==> config.mk <==
export PLATFORM = sky130hd
export DESIGN_NAME = usb_jtag_cmd_ctrl
export DESIGN_NICKNAME = d
export VERILOG_FILES = /design/src/rtl/usb_jtag_cmd_pkg.sv /design/src/rtl/usb_jtag_tx_slot.sv /design/src/rtl/usb_jtag_cmd_ctrl.sv
export SDC_FILE = /design/constraint.sdc
export NUM_CORES = 1
export LEC_CHECK = 0
export CAP_MARGIN = 20
export CORE_MARGIN = 5
export CORE_UTILIZATION = 55
export CTS_BUF_LIST = sky130_fd_sc_hd__clkbuf_4 sky130_fd_sc_hd__clkbuf_8
export CTS_CLUSTER_DIAMETER = 30
export CTS_CLUSTER_SIZE = 25
export DETAILED_ROUTE_END_ITERATION = 8
export PLACE_DENSITY = 0.79
export SKIP_CTS_REPAIR_TIMING = 1
export SYNTH_ARGS = -nofsm -noshare
export SYNTH_HDL_FRONTEND = slang
export SYNTH_SLANG_ARGS = --single-unit
==> constraint.sdc <==
create_clock -name iCLK -period 1.9 [get_ports iCLK]
set_input_delay 0.285 -clock iCLK [delete_from_list [all_inputs] [get_ports iCLK]]
set_output_delay 0.285 -clock iCLK [all_outputs]
set_load 0.02 [all_outputs]
==> src/rtl/usb_jtag_cmd_pkg.sv <==
// Shared opcodes, status bytes and parser state encoding for the USB-JTAG command sequencer.
package usb_jtag_cmd_pkg;
    localparam logic [7:0] OP_WR  = 8'h57;
    localparam logic [7:0] OP_RD  = 8'h52;
    localparam logic [7:0] ST_ACK = 8'h06;
    localparam logic [7:0] ST_NAK = 8'h15;

    typedef enum logic [2:0] {
        S_IDLE, S_AH, S_AL, S_LEN, S_WDAT, S_WBUS, S_RBUS, S_TX
    } state_t;
endpackage

==> src/rtl/usb_jtag_tx_slot.sv <==
// Single-byte TxD holding slot: keeps data/Start stable until Done, then forces one low cycle
// before the next byte so the bridge transmitter can re-arm.
module usb_jtag_tx_slot (
    input  logic       iCLK,
    input  logic       iRST_n,
    input  logic       iLoad,
    input  logic [7:0] iData,
    input  logic       iTxD_Done,
    output logic [7:0] oTxD_DATA,
    output logic       oTxD_Start,
    output logic       oDone,
    output logic       oIdle
);
    logic gap;

    assign oDone = oTxD_Start & iTxD_Done;
    assign oIdle = ~oTxD_Start & ~gap;

    always_ff @(posedge iCLK or negedge iRST_n) begin
        if (!iRST_n) begin
            oTxD_DATA  <= 8'h00;
            oTxD_Start <= 1'b0;
            gap        <= 1'b0;
        end else begin
            gap <= 1'b0;
            if (oTxD_Start) begin
                if (iTxD_Done) begin
                    oTxD_Start <= 1'b0;
                    gap        <= 1'b1;
                end
            end else if (!gap && iLoad) begin
                oTxD_DATA  <= iData;
                oTxD_Start <= 1'b1;
            end
        end
    end
endmodule

==> src/rtl/usb_jtag_cmd_ctrl.sv <==
// Packet parser + register-bus sequencer behind the USB-JTAG byte link.
// Optional inter-byte RX timeout enabled by defining USB_JTAG_CMD_TIMEOUT_EN.
module usb_jtag_cmd_ctrl
    import usb_jtag_cmd_pkg::*;
#(
    parameter int ADDR_W      = 16,
    parameter int TIMEOUT_CYC = 1 << 24
) (
    input  logic              iCLK,
    input  logic              iRST_n,
    input  logic [7:0]        iRxD_DATA,
    input  logic              iRxD_Ready,
    output logic [7:0]        oTxD_DATA,
    output logic              oTxD_Start,
    input  logic              iTxD_Done,
    output logic [ADDR_W-1:0] oBUS_ADDR,
    output logic [7:0]        oBUS_WDATA,
    output logic              oBUS_WR,
    output logic              oBUS_RD,
    input  logic [7:0]        iBUS_RDATA,
    input  logic              iBUS_ACK,
    output logic              oBUSY,
    output logic              oERR
);
    state_t     state;
    logic [7:0] addrHi;
    logic [8:0] cnt;
    logic       isWr;
    logic [7:0] txByte;
    logic       txReq;
    logic       txDone, txIdle, txLoad, rdAck, toHit;
    logic [7:0] txData;

    // Read data bypasses txReq so the byte starts one cycle after the bus ACK.
    assign rdAck  = (state == S_RBUS) & oBUS_RD & iBUS_ACK;
    assign txLoad = rdAck | (txReq & txIdle);
    assign txData = rdAck ? iBUS_RDATA : txByte;
    assign oBUSY  = (state != S_IDLE);

    usb_jtag_tx_slot uTxSlot (
        .iCLK       (iCLK),
        .iRST_n     (iRST_n),
        .iLoad      (txLoad),
        .iData      (txData),
        .iTxD_Done  (iTxD_Done),
        .oTxD_DATA  (oTxD_DATA),
        .oTxD_Start (oTxD_Start),
        .oDone      (txDone),
        .oIdle      (txIdle)
    );

`ifdef USB_JTAG_CMD_TIMEOUT_EN
    localparam int TW = $clog2(TIMEOUT_CYC);
    logic [TW-1:0] toCnt;
    logic          inParse;

    assign inParse = state inside {S_AH, S_AL, S_LEN, S_WDAT};
    assign toHit   = inParse & ~iRxD_Ready & (toCnt == TW'(TIMEOUT_CYC - 1));

    always_ff @(posedge iCLK or negedge iRST_n) begin
        if (!iRST_n)                    toCnt <= '0;
        else if (iRxD_Ready || !inParse) toCnt <= '0;
        else                            toCnt <= toCnt + TW'(1);
    end
`else
    assign toHit = 1'b0;
`endif

    always_ff @(posedge iCLK or negedge iRST_n) begin
        if (!iRST_n) begin
            state      <= S_IDLE;
            addrHi     <= 8'h00;
            oBUS_ADDR  <= '0;
            oBUS_WDATA <= 8'h00;
            oBUS_WR    <= 1'b0;
            oBUS_RD    <= 1'b0;
            cnt        <= 9'd0;
            isWr       <= 1'b0;
            txByte     <= 8'h00;
            txReq      <= 1'b0;
            oERR       <= 1'b0;
        end else begin
            oERR <= 1'b0;
            if (txReq && txIdle) txReq <= 1'b0;
            if (toHit) begin
                oERR  <= 1'b1;
                state <= S_IDLE;
            end else begin
                case (state)
                    S_IDLE: if (iRxD_Ready) begin
                        if (iRxD_DATA == OP_WR || iRxD_DATA == OP_RD) begin
                            isWr  <= (iRxD_DATA == OP_WR);
                            state <= S_AH;
                        end else begin
                            // cnt cleared so S_TX returns to idle after the NAK
                            oERR   <= 1'b1;
                            cnt    <= 9'd0;
                            txByte <= ST_NAK;
                            txReq  <= 1'b1;
                            state  <= S_TX;
                        end
                    end
                    S_AH: if (iRxD_Ready) begin
                        addrHi <= iRxD_DATA;
                        state  <= S_AL;
                    end
                    S_AL: if (iRxD_Ready) begin
                        oBUS_ADDR <= ADDR_W'({addrHi, iRxD_DATA});
                        state     <= S_LEN;
                    end
                    S_LEN: if (iRxD_Ready) begin
                        cnt   <= {1'b0, iRxD_DATA} + 9'd1;
                        state <= isWr ? S_WDAT : S_RBUS;
                    end
                    S_WDAT: if (iRxD_Ready) begin
                        oBUS_WDATA <= iRxD_DATA;
                        state      <= S_WBUS;
                    end
                    S_WBUS: begin
                        if (!oBUS_WR) oBUS_WR <= 1'b1;
                        else if (iBUS_ACK) begin
                            oBUS_WR   <= 1'b0;
                            oBUS_ADDR <= oBUS_ADDR + ADDR_W'(1);
                            cnt       <= cnt - 9'd1;
                            if (cnt == 9'd1) begin
                                txByte <= ST_ACK;
                                txReq  <= 1'b1;
                                state  <= S_TX;
                            end else begin
                                state <= S_WDAT;
                            end
                        end
                    end
                    S_RBUS: begin
                        if (!oBUS_RD) oBUS_RD <= 1'b1;
                        else if (iBUS_ACK) begin
                            oBUS_RD   <= 1'b0;
                            oBUS_ADDR <= oBUS_ADDR + ADDR_W'(1);
                            cnt       <= cnt - 9'd1;
                            state     <= S_TX;
                        end
                    end
                    S_TX: if (txDone) state <= (cnt == 9'd0) ? S_IDLE : S_RBUS;
                    default: state <= S_IDLE;
                endcase
            end
        end
    end
endmodule

# == Yosys cells after proc, flatten, opt, wreduce, memory -nomap -nowiden ==
# Index checks and enable logic that the tools add are counted.
# W data, S select, Z words.
# word_totals
output_inout_bits,37
register_bits,67
romBits,0
memories,0
word_cells,117
latch_bits,0
input_bits,21
ram_bits,0
# op_classes
shifts,0
add_sub_neg,3
multipliers,0
bitwise_logic,8
n_mux,52
n_eq_ne,22
n_div,0
n_lt_le_gt_ge,0
n_reduce_logical,18
# ops
op,count
$mux W16,4
$mux W9,6
$mux W8,6
$pmux W16 S3,1
$mux W3,12
$pmux W9 S4,1
$ne A2 B2 Y1 const B,12
$pmux W3 S8,1
$mux W1,17
$add A16 B1 Y16 const B,1
$eq A8 B7 Y1 const B,2
$pmux W8 S2,1
$eq A3 B3 Y1 const B,4
$reduce_and A6 Y1,2
$reduce_and A10 Y1,1
$add A8 B1 Y9 const B,1
$eq A9 B1 Y1 const B,1
$logic_not A9 Y1,1
$sub A9 B1 Y9 const B,1
$eq A3 B2 Y1 const B,2
$reduce_and A2 Y1,3
$reduce_bool A3 Y1,2
$and A1 B1 Y1,5
$mux W2,2
other kinds (12),14

# == Longest topological paths before layout ==
# Gate-level depths: netlist of the first run.
# logic_depth
depth_word,8
depth_mapped,8
mapped_depth_nobuf,8

# == Modules after synthesis ==
# Synthesis of the first run repeated with hierarchy kept, for this count alone.
# hier_totals
hier_cells,355
hier_area_um2,3539.6
# by_module_without_submodules
module,cells_per_inst,seq_area_each_um2,n_inst,area_per_inst_um2
usb_jtag_cmd_ctrl,332,1301.2,1,3156.8
usb_jtag_tx_slot,23,250.2,1,382.9

# == Least setup slack after synthesis of the first run ==
# OpenSTA, ideal clock, no wires.
# synth_timing
path_kind,register to register
start,reg state[0]
end,reg state[0]
path_buffers,2
setup_time_ps,127
path_slack_ps,236
synth_period_minus_slack_ps,1664
required_time_ps,1773
path_stages_with_launch,7
arrival_time_ps,1536
path_cell_list,dfrtp_1 -> buf_6 -> buf_4 -> maj3_2 -> o32a_1 -> and3_4 -> mux2_1
# synth_between
elab_chain_cells,3
elab_cells_between_ends,20
classes_between,17 x eq/ne; 1 x mux; 2 x reduce/logical
# synth_lines
item,line_no,rtl
start: declaration,usb_jtag_cmd_ctrl.sv:25,state_t state;
start signal: assignment,usb_jtag_cmd_ctrl.sv:113,state <= isWr ? S_WDAT : S_RBUS;
start signal: assignment,usb_jtag_cmd_ctrl.sv:143,S_TX: if (txDone) state <= (cnt == 9'd0) ? S_IDLE : S_RBUS;
$eq A3 B3 Y1 (tied with other cells),usb_jtag_cmd_ctrl.sv:89,case (state)
$ne A2 B2 Y1 (no source line),-,
$reduce_and A10 Y1 (no source line),-,
# Several ways; a longest one is shown, not always the timed one.
# A chain may end at the register's enable or synchronous reset.

# == Worst setup path after layout of the first run ==
# layout_timing
start,reg state[1]
end,reg oBUS_ADDR[11]
# layout_between
elab_chain_cells,3
elab_cells_between_ends,9
classes_between,6 x eq/ne; 1 x mux; 2 x reduce/logical
# layout_lines
item,line_no,rtl
$eq A3 B3 Y1 or $eq A3 B2 Y1 (tied branches),usb_jtag_cmd_ctrl.sv:89,
$ne A2 B2 Y1 (no source line) or $reduce_bool A3 Y1 (tied branches),-,
$reduce_and A4 Y1 (no source line),-,
end signal: assignment,usb_jtag_cmd_ctrl.sv:108,"oBUS_ADDR <= ADDR_W'({addrHi, iRxD_DATA});"
end signal: assignment,usb_jtag_cmd_ctrl.sv:123,oBUS_ADDR <= oBUS_ADDR + ADDR_W'(1);
end signal: assignment,usb_jtag_cmd_ctrl.sv:138,oBUS_ADDR <= oBUS_ADDR + ADDR_W'(1);
end: declaration,usb_jtag_cmd_ctrl.sv:16,"output logic [ADDR_W-1:0] oBUS_ADDR,"
# Several ways; a longest one is shown, not always the timed one.

==> flow_summary.toml, run 1 <==
[sta]
slew_violations = 0
tightest_slew_ps = 444
fin_crit_sh_pct = 94.4
tns_ps = 0
holdWs_ps = 319
setup_viol = 0
hold_viol_final = 0
rsz0062_at_grt = "false"
period_needed_ps = 1790
max_slew_margin_pct = 70.2
fin_worst_skew_ps = 9.43
fmax_mhz = 557

[pwr]
powerDensity_nw_per_um2 = 1870
ir_worst_vdd_mv = 1.07
p_leak_nw = 1.97

[clock_network]
cts.htree.levels = 3
clk_pin_slew_ps = 70
clock_latency_ps = 350
cts.sink_count = 62
cts_buffers = 9
clockBufferDepth = 2
tritoncts = "built"
cts.root.buffer_cell = "clkbuf_8"

[critical_path]
crit_chain = "buf_4 > xor2_4 > and2_1 > buf_12 > nand2_1 > o32ai_1 > a21oi_1"
rr_endpoint = "oBUS_ADDR[11]"
reg2reg_from = "state[1]"
criticalPathCategory = "reg2reg"
r2r_cells = 7
r2r_slack_ps = 110
crit_path_top_delay_cell = "dfrtp_2"
worst_setup_path_start_kind = "flop"
cp.arrival_ps = 2020
cp_max_fo = 23
worst-path-stages = 7
endpoint_kind = "flop"
cp.required_ps = 2130
path_buf_inv = 2
cpLargestDelayFamily = "flip-flops"
cpPeakStageDelay_ps = 460

[routing]
drc = 0
via_per_inst = 5.92
drt-pass1-iter-count = 5
detail-route-antenna-nets = 0
drtIter0Drc = 222
wl_per_cell_um = 16.7
detailroute.via_count = 3139
drt_wl_total_um = 8840

[floorplanning]
die-area_um2 = 8000
die_w_um = 89.5
rows = 29
io-pin-count = 58
core_um2 = 6240
die-height_um = 89.5
start_util_pct = 55.7

[final_layout]
area_growth_pct = 33.2
drive_gt1_share_pct = 21.0
n_antenna_cell = 0
utilization_pct = 74.2
layout_commonest_cell = "dfrtp_1"
final_nets = 474
layout.cells.non_filler = 530
final_cell_mix = "59 x dfrtp_1, 53 x clkdlybuf4s50_1, 35 x buf_4, 33 x a21oi_1, 28 x nand2_1"

[placement]
dp_cells = 513
globalplace.congestion = 0.840
dp_hpwl_um = 6340
io_buffers = 57

[grt]
grt_pass1_wl_um = 14600
grt_pass1_vias = 3068
grt_max_degree = 63
overflow = 0
grt_antenna_before_repair = 0
track_usage_pct = 23.8

[logic_synthesis]
synth-seq-cells = 62
synth-edff-count = 0
syn_area_per_cell_um2 = 9.68
synth_cells = 359
ys.warnings.count = 0
async_flop_share_pct = 100
synth_flop_cell = "dfrtp_1"
syn_area_um2 = 3470
ys_types = 58
ys_seq_area_share_pct = 44.7
synthesis.nets = 385

[worst_hold_path]
hp-class = "in2reg"
hp-start = "iRxD_DATA[0]"
hold_depth = 2
whs_endpoint = "addrHi[0]"

[status]
status = "finished, final reports clean"

[job]
max_cap_violations = 0
[registers in the layout (all words and copies together) (netlist names)]
register,count
state,3
addrHi,8
oBUS_WR,1
oBUS_ADDR,16
uTxSlot.oTxD_DATA,8
txByte,3
oERR,1
oBUS_WDATA,8
uTxSlot.gap,1
cnt,9
oBUS_RD,1
txReq,1
isWr,1
uTxSlot.oTxD_Start,1
[metrics by stage]
stage                     setup WS (ps)  power [mW]  cell area [µm²]
after floorplan                     236        5.43             3470
after global placement             -310        7.03             4350
after detailed placement           -386        7.14             4350
after CTS                          -154        8.54             4580
after global routing               4.56        9.24             4630
final                               106        8.64             4630
[cells by family (layout without fill, tap and decap cells)]
kind of cell | Yosys count | count (layout) | synth area share, %
simple gates | 117 | 117 | 17.5
compound gates | 111 | 111 | 20.6
flops | 62 | 62 | 44.7
buf+inv | 32 | 126 | 5.62
mux | 24 | 24 | 7.56
xor+xnor | 7 | 7 | 1.98
fa+ha+maj | 6 | 6 | 2.13
[power by group]
part | internal [mW] | total, mW | switching (mW)
registers | 1.91 | 2.46 | 0.549
clock network | 0.810 | 1.36 | 0.548
logic | 2.29 | 4.82 | 2.53
[final cells by class]
cell class	instances	area (µm²)
timing repair buffer	98	946
sequential	62	1560
tap	77	96.3
multi-input combinational	265	1750
clock inverter	5	81.3
fill	447	1610
inverter	12	45.0
clock buffer	11	151
[worst max-delay path by stage]
| stage | start | end | slack, ps |
|---|---|---|---|
| finish | state[1] | oBUS_ADDR[11] | 110 |
| global route | state[1] | oBUS_ADDR[15] | 5 |
| CTS | state[2] | oBUSY | -150 |
| detailed placement | iRxD_DATA[0] | cnt[5] | -390 |
| global placement | iRxD_DATA[0] | cnt[1] | -310 |
| floorplan | state[0] | state[0] | 240 |
[synth_stat cells (all sizes together) (3+ instances only)]
cell type | count | share of area, %
buf | 18 | 4.1
nor2 | 27 | 2.9
a31oi | 5 | 0.90
and3 | 5 | 1.0
dfrtp | 62 | 45
a32oi | 4 | 1.0
nand2b | 5 | 0.90
o31ai | 8 | 1.7
o22ai | 8 | 1.4
and2 | 7 | 1.3
mux2 | 18 | 5.8
a21oi | 34 | 5.0
nand2 | 30 | 3.3
nand4 | 8 | 1.4
xor2 | 3 | 0.97
ha | 5 | 1.8
a22o | 5 | 1.3
xnor2 | 4 | 1.0
inv | 12 | 1.3
or2 | 3 | 0.54
and4 | 4 | 1.1
nor2b | 4 | 0.79
o21ai | 33 | 5.0
nor3 | 9 | 1.4
nand3 | 10 | 1.4
mux2i | 6 | 1.7
[worst register-to-register path, stage by stage (launching register included)]
cell     delay [ps]
dfrtp_2         460
buf_4           220
xor2_4          210
and2_1          210
buf_12          180
nand2_1          70
o32ai_1         220
a21oi_1         110
[metal layers]
layer,routed length (µm),GRT usage (%)
met4,201,8.66
met3,736,6.45
met2,4080,37.4
met5,0,0
met1,3820,31.7
Note: power is estimated with default switching activity, not from simulation.
==> run 2, diff against run 1 <==
--- a/config.mk
+++ b/config.mk
@@ -9,7 +9,7 @@
 export CORE_MARGIN = 5
 export CORE_UTILIZATION = 55
 export CTS_BUF_LIST = sky130_fd_sc_hd__clkbuf_4 sky130_fd_sc_hd__clkbuf_8
-export CTS_CLUSTER_DIAMETER = 30
+export CTS_CLUSTER_DIAMETER = 50
 export CTS_CLUSTER_SIZE = 25
 export DETAILED_ROUTE_END_ITERATION = 8
 export PLACE_DENSITY = 0.79
==> results of run 2 <==
Final layout, timing and power as in run 1 (identical DEF).
==> run 3, diff against run 2 <==
--- a/config.mk
+++ b/config.mk
@@ -10,7 +10,7 @@
 export CORE_UTILIZATION = 55
 export CTS_BUF_LIST = sky130_fd_sc_hd__clkbuf_4 sky130_fd_sc_hd__clkbuf_8
 export CTS_CLUSTER_DIAMETER = 50
-export CTS_CLUSTER_SIZE = 25
+export CTS_CLUSTER_SIZE = 14
 export DETAILED_ROUTE_END_ITERATION = 8
 export PLACE_DENSITY = 0.79
 export SKIP_CTS_REPAIR_TIMING = 1
==> results of run 3 <==
Final layout, timing and power as in run 1 (identical DEF).
